### config.mk
export PLATFORM = sky130hd
export DESIGN_NAME = imm_gen_pipe
export DESIGN_NICKNAME = d
export VERILOG_FILES = /design/src/rtl/imm_gen_pipe.sv
export SDC_FILE = /design/constraint.sdc
export NUM_CORES = 1
export LEC_CHECK = 0
export CELL_PAD_IN_SITES_DETAIL_PLACEMENT = 0
export CELL_PAD_IN_SITES_GLOBAL_PLACEMENT = 1
export CORE_ASPECT_RATIO = 0.75
export CORE_UTILIZATION = 35
export CTS_CLUSTER_DIAMETER = 80
export CTS_CLUSTER_SIZE = 30
export DETAILED_ROUTE_END_ITERATION = 10
export PLACE_DENSITY_LB_ADDON = 0.05
export RECOVER_POWER = 100
export SLEW_MARGIN = 20
export SYNTH_ARGS = -nofsm -noshare
export SYNTH_HDL_FRONTEND = slang
export SYNTH_SLANG_ARGS = --single-unit
export TNS_END_PERCENT = 10
### constraint.sdc
create_clock -name clk -period 1.7 [get_ports clk]
set_input_delay 0.425 -clock clk [delete_from_list [all_inputs] [get_ports clk]]
set_output_delay 0.425 -clock clk [all_outputs]
set_load 0.03 [all_outputs]
### src/rtl/imm_gen_pipe.sv
// Pipelined immediate generator with a 2-entry elastic output buffer (valid/ready on both sides).
// Optional stall counter on perf_stall is enabled by defining IMMGEN_PERF_EN.
module imm_gen_pipe #(
  parameter int XLEN  = 32,
  parameter int TAG_W = 4
) (
  input  logic             clk,
  input  logic             reset_n,
  input  logic             flush,
  input  logic             in_valid,
  output logic             in_ready,
  input  logic [31:0]      in_instr,
  input  logic [2:0]       in_immsrc,
  input  logic [TAG_W-1:0] in_tag,
  output logic             out_valid,
  input  logic             out_ready,
  output logic [XLEN-1:0]  out_imm,
  output logic [TAG_W-1:0] out_tag,
  output logic             out_illegal
`ifdef IMMGEN_PERF_EN
  ,
  output logic [15:0]      perf_stall
`endif
);

  typedef enum logic [2:0] {
    FMT_I  = 3'b000,
    FMT_S  = 3'b001,
    FMT_B  = 3'b010,
    FMT_J  = 3'b011,
    FMT_U  = 3'b100,
    FMT_Z  = 3'b101,
    FMT_SH = 3'b110,
    FMT_RS = 3'b111
  } fmt_e;

  logic        sgn;
  logic [63:0] imm64;
  logic        dec_illegal;
  logic [XLEN-1:0] dec_imm;

  // Opcode bits never contribute to an immediate.
  logic unused_opcode;
  assign unused_opcode = ^in_instr[6:0];

  assign sgn = in_instr[31];

  // Decode into a 64-bit value so every format is built the same way for both XLEN settings.
  always_comb begin
    imm64       = 64'd0;
    dec_illegal = 1'b0;
    case (fmt_e'(in_immsrc))
      FMT_I:  imm64 = {{52{sgn}}, in_instr[31:20]};
      FMT_S:  imm64 = {{52{sgn}}, in_instr[31:25], in_instr[11:7]};
      FMT_B:  imm64 = {{51{sgn}}, in_instr[31], in_instr[7], in_instr[30:25],
                       in_instr[11:8], 1'b0};
      FMT_J:  imm64 = {{43{sgn}}, in_instr[31], in_instr[19:12], in_instr[20],
                       in_instr[30:21], 1'b0};
      FMT_U:  imm64 = {{32{sgn}}, in_instr[31:12], 12'b0};
      FMT_Z:  imm64 = {59'd0, in_instr[19:15]};
      FMT_SH: begin
        if (XLEN == 64) imm64 = {58'd0, in_instr[25:20]};
        else            imm64 = {59'd0, in_instr[24:20]};
      end
      FMT_RS: begin
        imm64       = 64'd0;
        dec_illegal = 1'b1;
      end
      default: begin
        imm64       = 64'd0;
        dec_illegal = 1'b1;
      end
    endcase
  end

  assign dec_imm = imm64[XLEN-1:0];

  logic [XLEN-1:0]  mem_imm [2];
  logic [TAG_W-1:0] mem_tag [2];
  logic             mem_ill [2];
  logic             wr_ptr;
  logic             rd_ptr;
  logic [1:0]       count;
  logic             ready_en;
  logic             push;
  logic             pop;

  // ready_en holds in_ready low until the first edge after reset is released.
  assign in_ready  = ready_en && (count != 2'd2);
  assign out_valid = (count != 2'd0);
  assign push      = in_valid && in_ready;
  assign pop       = out_valid && out_ready;

  assign out_imm     = mem_imm[rd_ptr];
  assign out_tag     = mem_tag[rd_ptr];
  assign out_illegal = mem_ill[rd_ptr];

  always_ff @(posedge clk or negedge reset_n) begin
    if (!reset_n) begin
      mem_imm[0] <= '0;
      mem_imm[1] <= '0;
      mem_tag[0] <= '0;
      mem_tag[1] <= '0;
      mem_ill[0] <= 1'b0;
      mem_ill[1] <= 1'b0;
      wr_ptr     <= 1'b0;
      rd_ptr     <= 1'b0;
      count      <= 2'd0;
      ready_en   <= 1'b0;
    end else begin
      ready_en <= 1'b1;
      if (flush) begin
        wr_ptr <= 1'b0;
        rd_ptr <= 1'b0;
        count  <= 2'd0;
      end else begin
        if (push) begin
          mem_imm[wr_ptr] <= dec_imm;
          mem_tag[wr_ptr] <= in_tag;
          mem_ill[wr_ptr] <= dec_illegal;
          wr_ptr          <= ~wr_ptr;
        end
        if (pop) rd_ptr <= ~rd_ptr;
        case ({push, pop})
          2'b10:   count <= count + 2'd1;
          2'b01:   count <= count - 2'd1;
          default: count <= count;
        endcase
      end
    end
  end

`ifdef IMMGEN_PERF_EN
  // Counts cycles where the head is held by downstream; only reset clears it.
  always_ff @(posedge clk or negedge reset_n) begin
    if (!reset_n) begin
      perf_stall <= 16'd0;
    end else if (out_valid && !out_ready && (perf_stall != 16'hFFFF)) begin
      perf_stall <= perf_stall + 16'd1;
    end
  end
`endif

endmodule

# ---- Yosys cells after proc, flatten, opt, wreduce, memory -nomap -nowiden
# Cells that the tools add are included.
dict set report word_totals {
  reg_bits 79
  in_bits 44
  output_inout_bits 39
  word_cells 66
}
dict set report classes {
  n_addsub 2
  order_cmp 3
  n_eq_ne 10
  n_mux 26
  bitwise_logic 5
  n_reduce_logical 10
}
# cell count
set op_table {}
lappend op_table {{one-hot mux 32 bit (8 select lines)} 1}
lappend op_table {{2-to-1 mux 32 bit} 4}
lappend op_table {{bitwise mux 64 bit} 1}
lappend op_table {{demux 32 bit (select 1 bit)} 1}
lappend op_table {{2-to-1 mux 4 bit} 4}
lappend op_table {{equality test 3 bit, second input constant} 4}
lappend op_table {{2-to-1 mux 1 bit} 9}
lappend op_table {{bitwise mux 8 bit} 1}
lappend op_table {{equality test 3 x 2 -> 1 bit, second input constant} 2}
lappend op_table {{nonzero test 2 bit} 3}
lappend op_table {{demux 4 bit (select 1 bit)} 1}
lappend op_table {{>= comparator 2 bit, second input constant} 2}
lappend op_table {{logical AND 1 bit} 4}
lappend op_table {{NOT 1 -> 2 bit} 2}
lappend op_table {{one-hot mux 2 bit (2 select lines)} 1}
lappend op_table {{equality test 3 x 1 -> 1 bit, second input constant} 1}
lappend op_table {{zero test 3 bit} 1}
lappend op_table {{NOT 1 bit} 3}
lappend op_table {{nonzero test 3 bit} 1}
lappend op_table {{adder 2 x 1 -> 2 bit, second input constant} 1}
lappend op_table {{bitwise mux 2 bit} 1}
lappend op_table {{equality test 2 x 1 -> 1 bit, second input constant} 1}
lappend op_table {{equality test 2 bit, second input constant} 1}
lappend op_table {{less-than comparator 2 x 1 -> 1 bit, second input constant} 1}
lappend op_table {{other kinds (5)} 5}

# ---- Logic depth before layout (Yosys ltp)
# Gate-level depths: netlist of run 1.
dict set report depth {
  ltp_word 6
  depth_mapped 6
  mapped_depth_nobuf 3
}

# ---- Least setup slack after synthesis of run 1
# OpenSTA, ideal clock, no wires.
dict set report synth_timing {
  kind {register to output}
  startpoint {register rd_ptr}
  endpoint {output port out_imm[31]}
  t_arrival_ns 1.512
  required_ns 1.275
  path_slack_ns -0.237
  path_stages_with_launch 4
  n_path_buf 2
  path_cell_list {dfrtp_1 > clkbuf_1 > buf_2 > o21ai_0}
}
dict set report synth_via {
  elab_chain_cells 4
}
# element line_no
set synth_rtl {}
lappend synth_rtl {{start: declaration} 82} ;# logic rd_ptr;
lappend synth_rtl {{start signal: assignment} 123} ;# if (pop) rd_ptr <= ~rd_ptr;
lappend synth_rtl {{NOT 1 -> 2 bit (implied by the code)} 94} ;# assign out_imm = mem_imm[rd_ptr];
lappend synth_rtl {{2-to-1 mux 32 bit (implied by the code) (3 in a row)} 94}
lappend synth_rtl {{end: declaration} 17} ;# output logic [XLEN-1:0] out_imm,
# Every way passes these cells. The select of a mux whose other input is x is not followed.

# ---- Final worst setup path of run 1
dict set report layout_timing {
  startpoint {register rd_ptr}
  endpoint {output port out_imm[16]}
}
# The elaborated chain is that of the path after synthesis.

==> flow_metrics.tcl, run 1 <==
set metrics [dict create \
    status "finished with violations" \
    violations "negative setup slack" \
    drt_wl_total_mm 11.1 \
    synth_fp_nets 376 \
    synth_top_flop_cell "dfrtp_1" \
    critPathMaxFanout 8 \
    drt-met1-wl_mm 5.72 \
    gp_congestion 0.802 \
    synth_top_area_cell "dfrtp_1" \
    rows 34 \
    highest_layer "met4" \
    r2r-end "mem_imm[52]" \
    multiInputGateArea_mm2 0.00223 \
    die_x_um 130 \
    met3WireLength_um 354 \
    cts_tree "yes" \
    finalSetupTns_ps -8440 \
    crit_chain "buf_12 -> mux2_2 -> clkdlybuf4s15_2" \
    area_growth_pct 39.4 \
    synth_top_area_share_pct 45.8 \
    yosys-top-cells-area "dfrtp_1 46%, mux2_2 22%, mux2_4 8.7%" \
    rsz0062_at_grt "yes" \
    antenna_found_initial 0 \
    worst_ep_required_time_ps 1270 \
    crit_family "buffers and inverters" \
    synthCells 332 \
    slew_headroom_pct 46.7 \
    coreArea_mm2 0.0118 \
    clock_path_buffers 2 \
    r2r_setup_slack_ps 150 \
    start_util_pct 36.5 \
    setup_viol 37 \
    p_leak_nw 2.74 \
    period_minus_slack_ps 1990 \
    dp_hpwl_mm 8.07 \
    vias 3102 \
    avgSynthCellArea_um2 13.0 \
    ys_ff_latch 79 \
    cts-root-buf "clkbuf_16" \
    numPortBuffers 75 \
    rr_worst_depth 4 \
    ys_warn_count 0 \
    worst_slew_pin_slew_ps 800 \
    grt_pass1_wl_mm 17.7 \
    ant_nets 0 \
    start_kind "flop" \
    finish.cell_count_without_fillers 609 \
    crit_path_top_delay_cell "dfrtp_2" \
    cp.arrival_ps 1570 \
    drt_first_pass_iters 4 \
    fp.dieArea_mm2 0.0128 \
    fmax_mhz 502 \
    cp-end-kind "output pin" \
    io_pins 83 \
    critPathKind "flop to output pin" \
    hold_buffers 0 \
    holdCritPathClass "input port to async pin" \
    fin_ws_ps -293 \
    grt_pass1_vias 3196 \
    wl_per_cell_um 18.1 \
    fin_crit_sh_pct 117 \
    nets 486 \
    ys_types 42 \
    max_stage_delay_ps 420 \
    dp_cells 587 \
    path_clk_slew_ps 60 \
    clkLatencyLatePin_ps 330 \
    crit_buf_inv 2 \
    cts_buffers 9 \
    worst_ir_drop_vdd_mv 0.558 \
    drv_cap 0 \
    viasPerCell 5.09 \
    synth-edff-count 0 \
    drc 0 \
    drive_gt1_share_pct 51.5 \
    final_cell_mix "77 x dfrtp_1, 71 x mux2_2, 42 x buf_4" \
    numClockSinks 79 \
    finClkSkew_ps 5.19 \
    drv_slew 0 \
    fill_cells 1080 \
    met2_length_mm 4.91 \
    drt_iter0_markers 85 \
    cts_max_level 3 \
    syn_area_mm2 0.00432 \
    postSynth.asyncResetShare_pct 100 \
    yosysSeqAreaShare_pct 45.8 \
    r2r-start "wr_ptr" \
    grt_overflow 0 \
    fp.dieH_um 98.2 \
    powerDensity_mw_per_mm2 1100 \
    grt.total_usage_pct 18.4 \
    seq_area_mm2 0.00198 \
    hold_viol 0 \
    grt_max_degree 33 \
    diodes 0 \
    layout.cells.most_common "dfrtp_1" \
]
==> worst register-to-register path, stage by stage, from the launching register on <==
cell and delay (ps):
dfrtp_1 410, nor3b_2 190, and3_2 290, buf_12 180, mux2_2 370
==> power breakdown <==
part / switching (mW) / internal [mW] / leakage (nW)
clock: 0.756 / 1.33 / 0.156
sequential: 0.195 / 2.26 / 1.01
combinational: 0.967 / 1.11 / 1.57
==> cell type report <==
| class | instances | share of cell area [%] |
|---|---|---|
| sequential | 79 | 32.9 |
| clock inverter | 5 | 1.35 |
| tap | 162 | 3.36 |
| timing repair buffer | 126 | 21.2 |
| clock buffer | 11 | 4.03 |
| multi-input combinational | 223 | 37.0 |
| inverter | 3 | 0.187 |
==> registers in the layout, summed over array words and instances (netlist names) <==
| name | count |
|---|---|
| mem_imm | 64 |
| mem_tag | 8 |
| count | 2 |
| mem_ill | 2 |
| rd_ptr | 1 |
| ready_en | 1 |
| wr_ptr | 1 |
==> kinds of logic after synthesis <==
| family | count (synthesis) | synth area share, % |
|---|---|---|
| other | 1 | 0.0868 |
| AND/OR/NAND/NOR | 62 | 10.7 |
| buffers and inverters | 30 | 4.58 |
| multiplexers | 112 | 31.3 |
| AO/OA/AOI/OAI | 47 | 7.44 |
| flip-flops | 79 | 45.8 |
| XOR/XNOR | 1 | 0.203 |
==> per-layer routing <==
| metal | vias to the layer above | GRT usage (%) |
|---|---|---|
| li1 | 1457 | - |
| met1 | 1590 | 26.9 |
| met2 | 50 | 27.9 |
| met3 | 5 | 4.05 |
| met5 | - | 0 |
| met4 | 0 | 3.49 |
==> what timing repair did <==
item | 4_1_cts | 5_1_grt
endpoints found under the hold margin | 0 | 0
pin swaps | 0 | 2
resized for setup | 112 | 18
cloned | 0 | 0
setup endpoints to repair | 108 | 53
setup buffers | 5 | 1
==> synthesized netlist by cell type (all sizes together), types with 4 or more instances <==
master / number
clkbuf: 12
a32oi: 4
mux2: 109
nand4: 8
nand2: 4
a22oi: 4
buf: 15
a31oi: 17
o21ai: 5
nor2b: 15
nand4b: 8
a21o: 12
dfrtp: 79
or4bb: 8
==> how the worst max path moves through the flow <==
stage                      start          end  slack, ps  depth (start not counted)
finish                    rd_ptr  out_imm[16]       -290                          3
global route              rd_ptr  out_imm[16]       -330                          3
CTS                       rd_ptr  out_imm[28]       -310                          4
detailed placement  in_immsrc[0]  mem_imm[48]       -470                          5
global placement    in_immsrc[0]  mem_imm[48]       -450                          5
floorplan                 rd_ptr  out_imm[31]         50                          3
==> through the flow <==
stage	hold WS (ps)	total power [mW]	setup WS (ps)	area (µm²)	util (%)
floorplan	129	3.67	46.4	4320	-
global placement	385	4.42	-453	5520	46.7
detailed placement	386	4.45	-469	5520	46.7
CTS	29.9	6.64	-311	5980	50.6
global route	181	6.93	-330	6020	50.9
finish	139	6.61	-293	6020	50.9
Note: power is estimated with default switching activity, not from simulation.
==> run 2, diff against run 1 <==
==> config.mk (replaced) <==
export PLATFORM = sky130hd
export DESIGN_NAME = imm_gen_pipe
export DESIGN_NICKNAME = d
export VERILOG_FILES = /design/src/rtl/imm_gen_pipe.sv
export SDC_FILE = /design/constraint.sdc
export NUM_CORES = 1
export LEC_CHECK = 0
export CELL_PAD_IN_SITES_DETAIL_PLACEMENT = 2
export CELL_PAD_IN_SITES_GLOBAL_PLACEMENT = 2
export CORE_ASPECT_RATIO = 0.75
export CORE_UTILIZATION = 32
export CTS_CLUSTER_DIAMETER = 80
export CTS_CLUSTER_SIZE = 30
export DETAILED_ROUTE_END_ITERATION = 10
export PLACE_DENSITY_LB_ADDON = 0.05
export RECOVER_POWER = 50
export SYNTH_ARGS = -nofsm -noshare
export SYNTH_HDL_FRONTEND = slang
export SYNTH_SLANG_ARGS = --single-unit
export TNS_END_PERCENT = 10
==> run 2 against run 1 <==
  * The flow still finishes with violations (negative setup slack)
  * Count of clock-buffer cells in the layout fell by 1
  * Critical path depth rose by 1
  * Utilization fell by 3.8 points
  * Die area rose by 9.2%
  * Combinational power rose by 7%
  * Final area rose by 2.1%
  * Register-to-register slack barely moved
  * Largest power group unchanged
==> flow_metrics.tcl, run 2 (same netlist as run 1, synthesis figures left out) <==
set metrics [dict create \
    drt_iter0_markers 96 \
    reg.largest.list "mem_imm x64, mem_tag x8" \
    largest_reg_flops 64 \
    critPathMaxFanout 7 \
    cp.arrival_ps 1610 \
    clkLatencyLatePin_ps 330 \
    drive_gt1_share_pct 51.4 \
    crit_chain "buf_12 -> buf_16 -> mux2_4 -> buf_6" \
    grt_max_degree 35 \
    drv_slew 0 \
    cts_max_level 3 \
    cts-root-buf "clkbuf_16" \
    rsz0062_at_grt "yes" \
    finish.cell_count_without_fillers 624 \
    worst_ep_required_time_ps 1270 \
    hold_viol 0 \
    regMostFlops "mem_imm" \
    drt_first_pass_iters 4 \
    wl_per_cell_um 21.0 \
    power_frac_seq_pct 37.2 \
    holdCritPathClass "input port to async pin" \
    slew_headroom_pct 8.95 \
    rows 36 \
    max_stage_delay_ps 470 \
    antenna_found_initial 0 \
    worst_slew_pin_slew_ps 1370 \
    path_clk_slew_ps 60 \
    viasPerCell 5.10 \
    cts_tree "yes" \
    total_power_mw 6.67 \
    nets 492 \
    fin_crit_sh_pct 120 \
    numClockSinks 79 \
    clock_path_buffers 2 \
    final_cell_mix "77 x dfrtp_1, 57 x mux2_2, 51 x mux2_4" \
    area_growth_pct 42.4 \
    grt_pass1_vias 3552 \
    finClkSkew_ps 6.12 \
    rr_worst_depth 4 \
    die_x_um 136 \
    drc 0 \
    status "finished with violations" \
    setup_viol 37 \
    cts_buffers 9 \
    vias 3184 \
    fp.dieArea_mm2 0.0140 \
    powerDensity_mw_per_mm2 1080 \
    period_minus_slack_ps 2030 \
    finalCoreUtilization_pct 47.1 \
    intPower_mw 4.64 \
    r2r-start "wr_ptr" \
    ant_nets 0 \
    start_util_pct 33.1 \
    fin_ws_ps -334 \
    worst_ir_drop_vdd_mv 0.589 \
    drv_cap 0 \
    gp_congestion 0.745 \
    grt.total_usage_pct 19.9 \
    io_pins 83 \
    coreArea_mm2 0.0131 \
    diodes 0 \
    switchingPower_mw 2.03 \
    crit_path_top_delay_cell "dfrtp_2" \
    cp-end-kind "output pin" \
    grt_overflow 0 \
    startpoint "rd_ptr" \
    switching_share_pct 30.4 \
    r2r_setup_slack_ps 150 \
    finalSetupTns_ps -9740 \
    start_kind "flop" \
    dp_hpwl_mm 9.18 \
    r2r-end "mem_imm[55]" \
    layout.cells.most_common "dfrtp_1" \
    critPathKind "flop to output pin" \
    clkPwrFrac_pct 29.6 \
    violations "negative setup slack" \
    placed_cell_area_mm2 0.00553 \
    pwr-share-comb_pct 33.2 \
    fp.dieH_um 103 \
    numPortBuffers 75 \
    hold_buffers 0 \
    grt_pass1_wl_mm 20.5 \
    p_leak_nw 2.80 \
    dp_cells 602 \
    design_area_mm2 0.00615 \
    drt_wl_total_mm 13.1 \
    fmax_mhz 492 \
]
[run 2: cell count changes in the layout (fill, tap and decap cells not counted), moves of 3 or more]
| cell | before | now |
|---|---|---|
| mux2_2 | 71 | 57 |
| mux2_4 | 37 | 51 |
| buf_6 | 23 | 36 |
| buf_12 | 11 | 7 |
| buf_2 | 3 | 0 |
| clkbuf_2 | 3 | 0 |
[run 2: what timing repair did]
item                       in CTS  in global routing
pin swaps                       0                  2
setup endpoints to repair     111                 39
buffers inserted                3                  2
resized for setup             151                 14
gates cloned                    1                  1
[run 2: how the worst max path moves through the flow]
stage,endpoint,slack (ps),cells after the start
after floorplan,out_imm[31],50,3
after global placement,mem_imm[52],-510,4
after detailed placement,mem_imm[62],-560,4
after CTS,out_imm[1],-410,5
after global routing,out_imm[6],-360,4
final,out_imm[6],-330,4
[run 2: metrics by stage]
stage | hold slack, ps | setup slack [ps]
global placement | 363 | -514
global route | 475 | -359
CTS | 5.62 | -411
detailed placement | 361 | -565
floorplan | 129 | 46.4
finish | 393 | -334
[run 2: layer usage]
metal / global-route usage [%] / share of wire, %
met1: 27.0 / 47
met2: 33.5 / 49
met3: 3.74 / 3.5
met4: 3.59 / 0.66
met5: 0 / 0
[run 2: layout make-up]
| type | instances | area, µm² |
|---|---|---|
| Clock buffer | 10 | 239 |
| Clock inverter | 6 | 68.8 |
| Fill cell | 1280 | 6910 |
| Inverter | 3 | 11.3 |
| Multi-Input combinational cell | 223 | 2290 |
| Sequential cell | 79 | 1980 |
| Tap cell | 171 | 214 |
| Timing Repair Buffer | 132 | 1360 |
[run 2: power groups by stage]
stage	sequential [mW]	clock, mW	combinational, mW
2_1_floorplan	2.41	0	1.26
3_3_place_gp	2.46	0	1.96
3_5_place_dp	2.49	0	2.00
4_1_cts	2.48	2.06	2.21
5_1_grt	2.53	2.11	2.35
6_report	2.48	1.98	2.22
[run 2: worst max-delay path: cells and delay by family, from the launching register on]
family / cells / cell delay, ps
buf+inv: 3 / 470
flops: 1 / 470
mux: 1 / 340
==> run 3, diff against run 2 <==
--- a/config.mk
+++ b/config.mk
@@ -5,10 +5,11 @@
 export SDC_FILE = /design/constraint.sdc
 export NUM_CORES = 1
 export LEC_CHECK = 0
+export ABC_AREA = 1
 export CELL_PAD_IN_SITES_DETAIL_PLACEMENT = 2
 export CELL_PAD_IN_SITES_GLOBAL_PLACEMENT = 2
 export CORE_ASPECT_RATIO = 0.75
-export CORE_UTILIZATION = 32
+export CORE_UTILIZATION = 26
 export CTS_CLUSTER_DIAMETER = 80
 export CTS_CLUSTER_SIZE = 30
 export DETAILED_ROUTE_END_ITERATION = 10
==> run 3 against run 2 <==
  * The run still ends with negative setup slack left
  * Utilization decreased by 8.7 points
  * Synthesized cell count up 57%
  * Register-to-register slack better by 170 ps
  * Count of clock-buffer cells in the layout rose by 3
  * Sequential power rose by 15%
  * Critical path depth rose by 1
  * Non-clock buffer count is 23 lower
  * Sequential share of layout area up 3.4 points
  * Die area up 9.9%
  * Global-route usage down 0.19 points
  * Clock skew decreased by 0.51 ps
  * Fmax grew 11%
  * Critical path type unchanged
  * Largest power group is now combinational logic
==> flow_metrics.tcl, run 3 <==
set metrics [dict create \
    crit_path_top_delay_cell "dfrtp_2" \
    intPower_mw 4.96 \
    start_util_pct 26.7 \
    grt_pass1_vias 4204 \
    worst_slew_pin_slew_ps 1130 \
    fin_crit_sh_pct 108 \
    crit_chain "buf_12 -> nand2_1 -> o21ai_2 -> buf_4 -> buf_12" \
    clock_path_buffers 2 \
    cpMostUsedCell "buf_12" \
    syn_area_mm2 0.00386 \
    area_growth_pct 44.1 \
    crit_buf_inv 3 \
    ys_ff_latch 79 \
    grt_max_degree 80 \
    wl_per_cell_um 16.6 \
    drt_iter0_markers 81 \
    fp.dieArea_mm2 0.0154 \
    rr_worst_depth 7 \
    gp_congestion 0.781 \
    fin_ws_ps -133 \
    reg.largest.list "mem_imm x64, mem_tag x8" \
    cts_buffers 9 \
    switchingPower_mw 3.13 \
    yosys-top-cells-area "dfrtp_1 51%, nand2_1 24%, o21ai_1 6.1%" \
    fmax_mhz 546 \
    crit_family "flip-flops" \
    drt_wl_total_mm 13.6 \
    drt_first_pass_iters 4 \
    viasPerCell 4.55 \
    drive_gt1_share_pct 22.8 \
    hold_viol 0 \
    ys_warn_count 0 \
    synth_common_cells "247 x nand2_1, 79 x dfrtp_1, 47 x o21ai_1" \
    synth_top_area_share_pct 51.1 \
    avgSynthCellArea_um2 7.43 \
    cp.arrival_ps 1410 \
    period_minus_slack_ps 1830 \
    switching_share_pct 38.7 \
    postSynth.asyncResetShare_pct 100 \
    r2r-end "mem_imm[53]" \
    diodes 0 \
    numClockSinks 79 \
    ant_nets 0 \
    synth_fp_nets 564 \
    r2r_setup_slack_ps 320 \
    drv_cap 0 \
    violations "negative setup slack" \
    die_x_um 143 \
    nets 658 \
    p_leak_nw 2.76 \
    vias 3730 \
    clkPwrFrac_pct 22.9 \
    cp-end-kind "output pin" \
    layout.cells.most_common "nand2_1" \
    slew_headroom_pct 24.4 \
    grt_overflow 0 \
    clkLatencyLatePin_ps 340 \
    fp.dieH_um 108 \
    max_stage_delay_ps 470 \
    finalCoreUtilization_pct 38.4 \
    io_pins 83 \
    yosysSeqAreaShare_pct 51.1 \
    worst_ir_drop_vdd_mv 0.552 \
    ys_types 24 \
    status "finished with violations" \
    coreArea_mm2 0.0145 \
    dp_hpwl_mm 9.44 \
    cts_tree "yes" \
    r2r-start "count[1]" \
    pwr-share-comb_pct 41.7 \
    critPathKind "flop to output pin" \
    regMostFlops "mem_imm" \
    rsz0062_at_grt "yes" \
    synthCells 520 \
    synth-edff-count 0 \
    setup_viol 37 \
    antenna_found_initial 0 \
    grt_pass1_wl_mm 22.5 \
    cts-root-buf "clkbuf_16" \
    synth_top_area_cell "dfrtp_1" \
    grt.total_usage_pct 19.8 \
    powerDensity_mw_per_mm2 1450 \
    rows 38 \
    worst_ep_required_time_ps 1270 \
    drc 0 \
    power_frac_seq_pct 35.4 \
    critPathMaxFanout 18 \
    yosysMostFrequentCell "nand2_1" \
    hold_slack_ps 409 \
    finClkSkew_ps 5.61 \
    final_cell_mix "214 x nand2_1, 78 x dfrtp_1, 52 x o21ai_1" \
    drv_slew 0 \
    path_clk_slew_ps 60 \
    start_kind "flop" \
    synth_top_flop_cell "dfrtp_1" \
    numPortBuffers 75 \
    cts_max_level 3 \
    largest_reg_flops 64 \
    holdCritPathClass "input port to async pin" \
]
-- run 3: cell types whose count changed in the layout (fill, tap and decap cells not counted), sizes merged, moves of 12 or more --
cell	delta
nand2	+244
a31oi	-17
o21ai	+68
inv	+40
nand3	+13
nor2b	-15
buf	-15
mux2	-109
a21o	-12
-- run 3: how the worst max path moves through the flow --
| stage | start | to | cells past startpoint |
|---|---|---|---|
| 2_1_floorplan | rd_ptr | out_imm[10] | 3 |
| 3_3_place_gp | in_immsrc[1] | mem_imm[45] | 7 |
| 3_5_place_dp | in_immsrc[2] | mem_imm[27] | 6 |
| 4_1_cts | rd_ptr | out_illegal | 4 |
| 5_1_grt | rd_ptr | out_imm[0] | 4 |
| 6_report | rd_ptr | out_imm[0] | 5 |
-- run 3: power by group through the flow --
stage / Clock [mW] / Combinational [mW] / Sequential [mW]
3_5_place_dp: 0 / 3.01 / 2.87
2_1_floorplan: 0 / 1.83 / 2.77
5_1_grt: 1.97 / 3.70 / 2.95
3_3_place_gp: 0 / 2.90 / 2.83
6_report: 1.85 / 3.37 / 2.86
4_1_cts: 1.91 / 3.39 / 2.85
-- run 3: repair_timing --
action	in CTS	in global routing
buffers inserted	1	1
pin swaps	2	0
hold buffers	0	0
gates cloned	2	0
resized for setup	57	37
endpoints found under the setup margin	38	54
-- run 3: final cells by class --
class / instances / area (µm²)
sequential: 79 / 1980
clock inverter: 3 / 17.5
inverter: 45 / 174
tap: 200 / 250
multi-input combinational: 370 / 1720
fill: 1672 / 8930
clock buffer: 13 / 260
timing repair buffer: 109 / 1170
-- run 3: kinds of logic (layout without fill, tap and decap cells) --
group / Yosys count / in the layout / share of synthesized area, %
DFF: 79 / 79 / 51.1
other: 1 / 1 / 0.0970
and+or+nand+nor: 285 / 285 / 30.3
AOI/OAI and AO/OA: 84 / 84 / 11.0
buffers and inverters: 71 / 170 / 7.48
-- run 3: routing by layer --
layer	routed length, µm	up-vias	GRT usage [%]
li1	-	1818	-
met1	6500	1845	25.8
met2	6530	59	33.2
met3	454	8	4.76
met4	98	0	4.07
met5	0	-	0
-- run 3: stage by stage --
step / std cells / area, µm² / worst slack, ps / total power, mW / TNS (ps)
2_1_floorplan: 520 / 3860 / -159 / 4.60 / -478
3_3_place_gp: 800 / 5010 / -256 / 5.73 / -10030
3_5_place_dp: 800 / 5010 / -323 / 5.88 / -11660
4_1_cts: 819 / 5520 / -189 / 8.15 / -4760
5_1_grt: 819 / 5570 / -187 / 8.62 / -5080
6_report: 819 / 5570 / -133 / 8.08 / -2980
